===== src/rtl/varredor_sensores_pressao_pkg.sv =====
// Shared definitions for the pressure-sensor scanner: channel indices and FSM states.
package varredor_sensores_pressao_pkg;

  localparam int unsigned NUM_CANAIS = 7;

  localparam logic [2:0] CH_SC    = 3'd0;
  localparam logic [2:0] CH_S1    = 3'd1;
  localparam logic [2:0] CH_S2    = 3'd2;
  localparam logic [2:0] CH_S3    = 3'd3;
  localparam logic [2:0] CH_TUBSR = 3'd4;
  localparam logic [2:0] CH_TUBSS = 3'd5;
  localparam logic [2:0] CH_REA   = 3'd6;

  typedef enum logic [2:0] {
    StOcioso,
    StAssenta,
    StInicia,
    StEspera,
    StAtualiza
  } estado_e;

endpackage


===== src/rtl/varredor_sensores_pressao_filtro_media_canal.sv =====
// Per-channel rounding average filter: first sample loads directly, later samples
// average with the held value, rounding half up.
module filtro_media_canal (
  input  logic       clk,
  input  logic       rst_n,
  input  logic       carga_i,
  input  logic [3:0] amostra_i,
  output logic [3:0] valor_o,
  output logic       preparado_o
);

  logic [3:0] valor_q, valor_d;
  logic       preparado_q, preparado_d;
  logic [4:0] soma;

  // Next value: 5-bit sum keeps the carry so (15 + 15 + 1) >> 1 stays at 15.
  always_comb begin
    soma        = {1'b0, valor_q} + {1'b0, amostra_i} + 5'd1;
    valor_d     = valor_q;
    preparado_d = preparado_q;
    if (carga_i) begin
      valor_d     = preparado_q ? soma[4:1] : amostra_i;
      preparado_d = 1'b1;
    end
  end

  // Value and primed-bit registers.
  always_ff @(posedge clk or negedge rst_n) begin
    if (!rst_n) begin
      valor_q     <= 4'd0;
      preparado_q <= 1'b0;
    end else begin
      valor_q     <= valor_d;
      preparado_q <= preparado_d;
    end
  end

  assign valor_o     = valor_q;
  assign preparado_o = preparado_q;

endmodule


===== src/rtl/varredor_sensores_pressao.sv =====
// Scans seven pressure sensors through one shared ADC, filters each channel and
// flags channels whose conversion never completes.
module varredor_sensores_pressao
  import varredor_sensores_pressao_pkg::*;
#(
  parameter int unsigned SETTLE_CICLOS  = 2,
  parameter int unsigned TIMEOUT_CICLOS = 15
) (
  input  logic       clk,
  input  logic       rst_n,
  input  logic       habilita,
  output logic [2:0] adc_sel,
  output logic       adc_start,
  input  logic       adc_done,
  input  logic [3:0] adc_data,
  output logic [3:0] presSC,
  output logic [3:0] presS1,
  output logic [3:0] presS2,
  output logic [3:0] presS3,
  output logic [3:0] presTubSR,
  output logic [3:0] presTubSS,
  output logic [3:0] presRea,
  output logic [6:0] falha_sensor,
  output logic       varredura_completa,
  output logic       dados_validos
);

  localparam logic [7:0] SettleFim  = 8'(SETTLE_CICLOS);
  localparam logic [7:0] TimeoutFim = 8'(TIMEOUT_CICLOS - 1);

  estado_e         estado_q, estado_d;
  logic [2:0]      ch_q, ch_d;
  logic [7:0]      cnt_q, cnt_d;  // shared by settle and timeout counting
  logic [3:0]      amostra_q, amostra_d;
  logic            valida_q, valida_d;
  logic [6:0]      falha_q, falha_d;
  logic            varre_q, varre_d;
  logic            dados_q, dados_d;

  logic [NUM_CANAIS-1:0] carga;
  logic [NUM_CANAIS-1:0] preparado;
  logic [3:0]            valor [NUM_CANAIS];

  // Next-state and per-channel load decode.
  always_comb begin
    estado_d  = estado_q;
    ch_d      = ch_q;
    cnt_d     = cnt_q;
    amostra_d = amostra_q;
    valida_d  = valida_q;
    falha_d   = falha_q;
    varre_d   = 1'b0;
    dados_d   = dados_q | (&preparado);
    carga     = '0;
    unique case (estado_q)
      StOcioso: begin
        if (habilita) begin
          estado_d = StAssenta;
          cnt_d    = '0;
        end
      end
      StAssenta: begin
        if (cnt_q == SettleFim) begin
          estado_d = StInicia;
        end else begin
          cnt_d = cnt_q + 8'd1;
        end
      end
      StInicia: begin
        estado_d = StEspera;
        cnt_d    = '0;
      end
      StEspera: begin
        // A done strobe in the last timeout cycle still counts as a good sample.
        if (adc_done) begin
          amostra_d = adc_data;
          valida_d  = 1'b1;
          estado_d  = StAtualiza;
        end else if (cnt_q == TimeoutFim) begin
          falha_d[ch_q] = 1'b1;
          valida_d      = 1'b0;
          estado_d      = StAtualiza;
        end else begin
          cnt_d = cnt_q + 8'd1;
        end
      end
      StAtualiza: begin
        if (valida_q) begin
          carga[ch_q]   = 1'b1;
          falha_d[ch_q] = 1'b0;
        end
        if (ch_q == CH_REA) begin
          ch_d    = CH_SC;
          varre_d = 1'b1;
        end else begin
          ch_d = ch_q + 3'd1;
        end
        cnt_d    = '0;
        estado_d = habilita ? StAssenta : StOcioso;
      end
      default: estado_d = StOcioso;
    endcase
  end

  // Control and status registers.
  always_ff @(posedge clk or negedge rst_n) begin
    if (!rst_n) begin
      estado_q  <= StOcioso;
      ch_q      <= CH_SC;
      cnt_q     <= '0;
      amostra_q <= '0;
      valida_q  <= 1'b0;
      falha_q   <= '0;
      varre_q   <= 1'b0;
      dados_q   <= 1'b0;
    end else begin
      estado_q  <= estado_d;
      ch_q      <= ch_d;
      cnt_q     <= cnt_d;
      amostra_q <= amostra_d;
      valida_q  <= valida_d;
      falha_q   <= falha_d;
      varre_q   <= varre_d;
      dados_q   <= dados_d;
    end
  end

  for (genvar i = 0; i < NUM_CANAIS; i++) begin : g_canal
    filtro_media_canal u_filtro (
      .clk         (clk),
      .rst_n       (rst_n),
      .carga_i     (carga[i]),
      .amostra_i   (amostra_q),
      .valor_o     (valor[i]),
      .preparado_o (preparado[i])
    );
  end

  assign adc_sel            = ch_q;
  assign adc_start          = (estado_q == StInicia);
  assign falha_sensor       = falha_q;
  assign varredura_completa = varre_q;
  assign dados_validos      = dados_q;

  assign presSC    = valor[CH_SC];
  assign presS1    = valor[CH_S1];
  assign presS2    = valor[CH_S2];
  assign presS3    = valor[CH_S3];
  assign presTubSR = valor[CH_TUBSR];
  assign presTubSS = valor[CH_TUBSS];
  assign presRea   = valor[CH_REA];

endmodule


===== config.mk =====
export PLATFORM = sky130hd
export DESIGN_NAME = varredor_sensores_pressao
export DESIGN_NICKNAME = d
export VERILOG_FILES = /design/src/rtl/varredor_sensores_pressao_pkg.sv /design/src/rtl/varredor_sensores_pressao_filtro_media_canal.sv /design/src/rtl/varredor_sensores_pressao.sv
export SDC_FILE = /design/constraint.sdc
export NUM_CORES = 1
export LEC_CHECK = 0
export CAP_MARGIN = 20
export CORE_ASPECT_RATIO = 0.9
export CORE_UTILIZATION = 40
export DETAILED_ROUTE_END_ITERATION = 8
export GPL_ROUTABILITY_DRIVEN = 0
export PLACE_DENSITY_LB_ADDON = 0.15
export REMOVE_ABC_BUFFERS = 1
export SETUP_SLACK_MARGIN = 0.02
export SLEW_MARGIN = 20
export SYNTH_ARGS = -nofsm -noshare
export SYNTH_HDL_FRONTEND = slang
export SYNTH_SLANG_ARGS = --single-unit

===== constraint.sdc =====
create_clock -name clk -period 2.45 [get_ports clk]
set_clock_uncertainty 0.2 [all_clocks]
set_input_delay 0.49 -clock clk [delete_from_list [all_inputs] [get_ports clk]]
set_output_delay 0.49 -clock clk [all_outputs]
set_load 0.01 [all_outputs]

# --- Yosys cells after proc, flatten, opt, wreduce, memory -nomap -nowiden ---
# Index checks and enable logic that the tools add are counted.
classes:
  order_cmp: 2
  n_mux: 31
  addsub: 16
  shifts: 0
  div_mod_pow: 0
  eq_ne: 15
  reduce_logical: 12
  n_bitwise: 4
  multipliers: 0
ops:
  columns: ["operator", "count"]
  rows:
  - ["$add A4 B4 Y5", 7]
  - ["$add A5 B1 Y5 const B", 7]
  - ["$mux W7", 5]
  - ["$mux W8", 4]
  - ["$pmux W8 S4", 1]
  - ["$mux W4", 7]
  - ["$mux W3", 5]
  - ["$pmux W3 S5", 1]
  - ["$ne A2 B2 Y1 const B", 7]
  - ["$pmux W7 S2", 1]
  - ["$add A8 B1 Y8 const B", 1]
  - ["$eq A8 B2 Y1 const B", 1]
  - ["$eq A8 B4 Y1 const B", 1]
  - ["$and A7 B7 Y7", 1]
  - ["$not A7 Y7", 1]
  - ["$or A7 B7 Y7", 1]
  - ["$reduce_and A7 Y1", 1]
  - ["$eq A3 B2 Y1 const B", 2]
  - ["$eq A3 B3 Y1 const B", 2]
  - ["$mux W1", 6]
  - ["$reduce_and A5 Y1", 1]
  - ["$lt A3 B4 Y1 const B", 1]
  - ["$reduce_and A2 Y1", 2]
  - ["$reduce_and A4 Y1", 1]
  - ["other kinds (12)", 13]
totals:
  ram_bits: 0
  mem_bits_ro: 0
  wordCells: 102
  reg_bits: 63
  out_inout_bits: 41
  latchBits: 0
  memories: 0

# --- Depth between registers and ports, before layout ---
# Gate-level depths: netlist of run 1.
depth:
  depth_word: 8
  mapped_depth: 9
  ltp_nobuf: 6

# --- Cells and area by module ---
# From an unflattened synthesis of run 1, not the netlist that was laid out.
unflattened:
  hier_cells: 413
  area_unflattened_um2: 3953.8
by_module_without_submodules:
  columns: ["mod", "area_each_um2", "instances", "cells_per_inst"]
  rows:
  - ["filtro_media_canal at g_canal[2].u_filtro ...", 355.3, 5, 37]
  - ["varredor_sensores_pressao", 1471.4, 1, 156]
  - ["filtro_media_canal at g_canal[0].u_filtro ...", 352.8, 2, 36]

# --- Least setup slack after synthesis of run 1 ---
# Ideal clock, no wire load.
synth_timing:
  kind: "reg2reg"
  startpoint: "register amostra_q[1]"
  endpoint: "register g_canal[5].u_filtro.valor_q[3]"
  t_required_ns: 2.186
  setup_time_ns: 0.064
  t_arrival_ns: 1.958
  slack_ns: 0.228
  stages_incl_launch_ff: 7
  path_cell_list: "dfrtp_1 clkinv_1 fa_1 nor2b_1 o21ai_0 a311oi_1 a21o_1"
synth_between:
  elab_chain_len: 3
synth_rtl:
  columns: ["element", "line", "source"]
  rows:
  - ["start: declaration", "varredor_sensores_pressao.sv:34", "logic [3:0] amostra_q, amostra_d;"]
  - ["start signal: assignment", "varredor_sensores_pressao.sv:120", "amostra_q <= amostra_d;"]
  - ["$add A4 B4 Y5", "varredor_sensores_pressao_filtro_media_canal.sv:18", "soma = {1'b0, valor_q} + {1'b0, amostra_i} + 5'd1;"]
  - ["$add A5 B1 Y5", "varredor_sensores_pressao_filtro_media_canal.sv:18", null]
  - ["$mux W4", "varredor_sensores_pressao_filtro_media_canal.sv:22", "valor_d = preparado_q ? soma[4:1] : amostra_i;"]
  - ["end signal: assignment", "varredor_sensores_pressao_filtro_media_canal.sv:33", "valor_q <= valor_d;"]
  - ["end: declaration", "varredor_sensores_pressao_filtro_media_canal.sv:12", "logic [3:0] valor_q, valor_d;"]
# Every way passes these cells.
# A chain may end at the register's enable or synchronous reset.

# --- Worst setup path in the final report of run 1 ---
layout_timing:
  startpoint: "register ch_q[1], in the netlist adc_sel[1]"
  endpoint: "output port adc_sel[1]"
layout_rtl:
  columns: ["element", "line", "source"]
  rows:
  - ["start: declaration", "varredor_sensores_pressao.sv:32", "logic [2:0] ch_q, ch_d;"]
  - ["start signal: assignment", "varredor_sensores_pressao.sv:118", "ch_q <= ch_d;"]
  - ["end: declaration", "varredor_sensores_pressao.sv:12", "output logic [2:0] adc_sel,"]
# No word-level cell between the ends.

==> summary.md, run 1 <==
| Metric | Value |
|---|---|
| Status | finished, final reports clean |
| All-Layer GR Usage | about a fifth |
| Antenna Nets Post-Route | 0 |
| Overflow after GRT | 0 |
| Post-synth top area share | between 40% and 50% |
| CTS Buf Count | 9 |
| Hold EP | dados_validos |
| Clk pwr share | approximately 16% |
| CTS H-Tree Depth | 3 |
| Detail Placement HPWL | approximately 6500 µm |
| Yosys reg bits | 63 |
| Clock Pin Slew Worst Setup and Hold Paths | around 0.07 ns |
| Worst rel slew slack | 68.50% |
| Largest cells by area after synthesis | dfrtp_1, ha_1, o21ai_0 |
| Site Rows | 33 |
| Residual DRC | 0 |
| Starting DRT DRC Count | 115 |
| Hold depth | 1 |
| Total Wirelength | 9187 µm |
| Final period demand of the worst path | around 2.3 ns |
| Max FO, Critical Path | 15 |
| Comb power frac | between 40% and 50% |
| Number of setup buffers added after CTS | 0 |
| Syn_area_per_cell | ~9.6 µm² |
| Crit path buf inv count | 1 |
| Post-route setup slack | between 0.15 and 0.2 ns |
| Fmax | about 0.44 GHz |
| Worst EP required | around 1.8 ns |
| CTS Buffer Depth | 2 |
| CP max stage cell | dfrtp_1 |
| Sequential Power Share | ~35% |
| Vias per cell | roughly 5.4 |
| Ys flop type | dfrtp_1 |
| Core Util, Final | 50.87% |
| Post-synth top area cell | dfrtp_1 |
| Area Growth Syn to Fin | 20.94% |
| CP delay by family, top | flip-flops |
| Max_cap viols | 0 |
| CP startpoint | adc_sel[1] |
| # clock sinks | 63 |
| Seq/Total Area, Yosys | between 40% and 50% |
| CP Capture Type | primary output |
| Share of layout cells above drive strength 1 | between 10% and 20% |
| Die Y | between 90 and 100 µm |
| Reg2Reg Setup Slack | approximately 0.37 ns |
| CP startpoint kind | flop |
| Place WS | 0.1432 ns |
| Core Box Area | between 9000 and 10000 µm² |
| CP peak stage delay | about 0.64 ns |
| Initial antenna violation count | 0 |
| Unrepaired setup endpoints after global routing | no |
| Internal power | ~2.7 mW |
| Largest net degree at the start of global routing | between 60 and 70 |
| VDD IR max | 0.4666 mV |
| Global-route wire length before repair | around 15000 µm |
| Initial core utilization | 42.06% |
| Most common cell after layout, fill and taps aside | dfrtp_1 |
| Min-delay src | dados_validos |
| CTS tree | yes |
| Port Buffers | 48 |
| Die W | 106.2 µm |
| Diode count | 0 |
| Power Dens Cells | approximately 1000 nW/µm² |
| Final Hold Vio Count | 0 |
| Slew Limit Fails | 0 |
| Leak | 2.160 nW |
| Final setup fails | 0 |
| Fin crit share | about 94% |
| Yosys warning count | 0 |
| Async set or reset register ratio after synthesis | 100.0% |
| Skew-Pair Late Insertion Delay | about 0.34 ns |
| Boundary Pins | a little under 50 |
| Crit-path cells | clkdlybuf4s50_1 |
| Reg2Reg Depth | 7 |
| Die area | around 10000 µm² |
| P_sw | 2.032 mW |
| Total Neg Setup Slack | 0 ns |
| Slew @ Worst Pin | roughly 0.47 ns |
| Drt wl/cell | ~16 µm |
| Vias in the first global route | between 2000 and 3000 |
| Commonest non-fill, non-tap cells in the layout | dfrtp_1, clkdlybuf4s50_1, nor2_1, o21ai_0, inv_1 |
| Post-synth cell types | slightly below 50 |
| DRT Pass-1 Iters | 6 |
| Sw Ratio | a little over two fifths |
| Final instance area | approximately 4700 µm² |
| Via count | about 3200 |
| Clock Tree Root | clkbuf_8 |
| Hold Crit Class | flop to flop |
| Dpl cell area | ~4600 µm² |
| Mapped Cells | between 400 and 500 |
| Mapped Area | approximately 3900 µm² |
| Critical path type | flop to primary output |
| Reg2Reg Launch Point | amostra_q[0] |
| Nets@finish | 498 |
| Worst R2R End | g_canal[4].u_filtro.valor_o[3] |
| Arr. time, crit path | roughly 1.6 ns |
| EDFF count, synth | 0 |
==> power groups by stage <==
stage          clock network (mW)  logic, mW  registers, mW
3_5_place_dp                    0       2.36           1.65
5_1_grt                     0.839       2.66           1.70
3_3_place_gp                    0       2.29           1.66
4_1_cts                     0.797       2.37           1.64
2_1_floorplan                   0       1.49           1.63
6_report                    0.772       2.35           1.64
==> worst max-delay path by stage <==
stage                     depth (start not counted)                              to
after detailed placement                          6                        cnt_q[5]
final                                             1                      adc_sel[1]
after global placement                            6                        cnt_q[5]
after CTS                                         3                       adc_start
after global routing                              1                      adc_sel[1]
after floorplan                                   6  g_canal[5].u_filtro.valor_o[3]
==> layer usage <==
metal / track usage (%) / share of wire [%]
met3: 4.739 / 5.2
met4: 4.398 / 0.56
met5: 0 / 0
met2: 29.76 / 43
met1: 28.37 / 51
==> timing repair <==
| action | in CTS | in global routing |
|---|---|---|
| endpoints found under the setup margin | 1 | 1 |
| hold buffers | 1 | 0 |
| gates resized for setup | 2 | 1 |
| endpoints found under the hold margin | 63 | 0 |
==> metrics by stage <==
stage | hold slack (ns) | power, mW | instances
6_report | 0.3132 | 4.763 | 587
5_1_grt | 0.3423 | 5.194 | 587
4_1_cts | 0.3161 | 4.808 | 587
3_5_place_dp | 0.2873 | 4.013 | 570
3_3_place_gp | 0.2935 | 3.947 | 570
2_1_floorplan | -0.005591 | 3.117 | 384
==> cell families after synthesis <==
logic type / count (synthesis) / synth area share (%)
buffers and inverters: 54 / 5.892
AO/OA/AOI/OAI: 111 / 18.83
flip-flops: 63 / 40.35
AND/OR/NAND/NOR: 122 / 16.97
adder cells (fa/ha/maj): 30 / 10.95
XOR/XNOR: 7 / 1.569
multiplexers: 20 / 5.444
==> cell type report <==
| type | count | area, µm² |
|---|---|---|
| inverter | 31 | 116.4 |
| tap | 122 | 152.6 |
| timing repair buffer | 65 | 620.6 |
| clock inverter | 5 | 25.02 |
| clock buffer | 11 | 131.4 |
| sequential | 63 | 1579 |
| multi-input combinational | 290 | 2101 |
| fill | 875 | 4564 |
==> synth_stat cells, types with 5 or more instances <==
| cell | instances |
|---|---|
| a21o_1 | 6 |
| a21oi_1 | 27 |
| a31oi_1 | 9 |
| and3b_1 | 7 |
| clkbuf_1 | 14 |
| dfrtp_1 | 63 |
| fa_1 | 7 |
| ha_1 | 23 |
| inv_1 | 30 |
| mux2_2 | 10 |
| mux2i_1 | 10 |
| nand2_1 | 17 |
| nand2b_1 | 7 |
| nand3_1 | 13 |
| nand4_1 | 5 |
| nor2_1 | 37 |
| nor2b_1 | 9 |
| o211ai_1 | 7 |
| o21ai_0 | 32 |
| o22a_1 | 6 |
| o31ai_1 | 11 |
| xor2_1 | 7 |
(Power assumes the default switching activity.)
==> run 2: changes to the inputs <==
- CAP_MARGIN: 20 -> 0
- SLEW_MARGIN: 20 -> unset
==> results of run 2 <==
The final DEF is identical to that of run 1; final timing and power are the same.
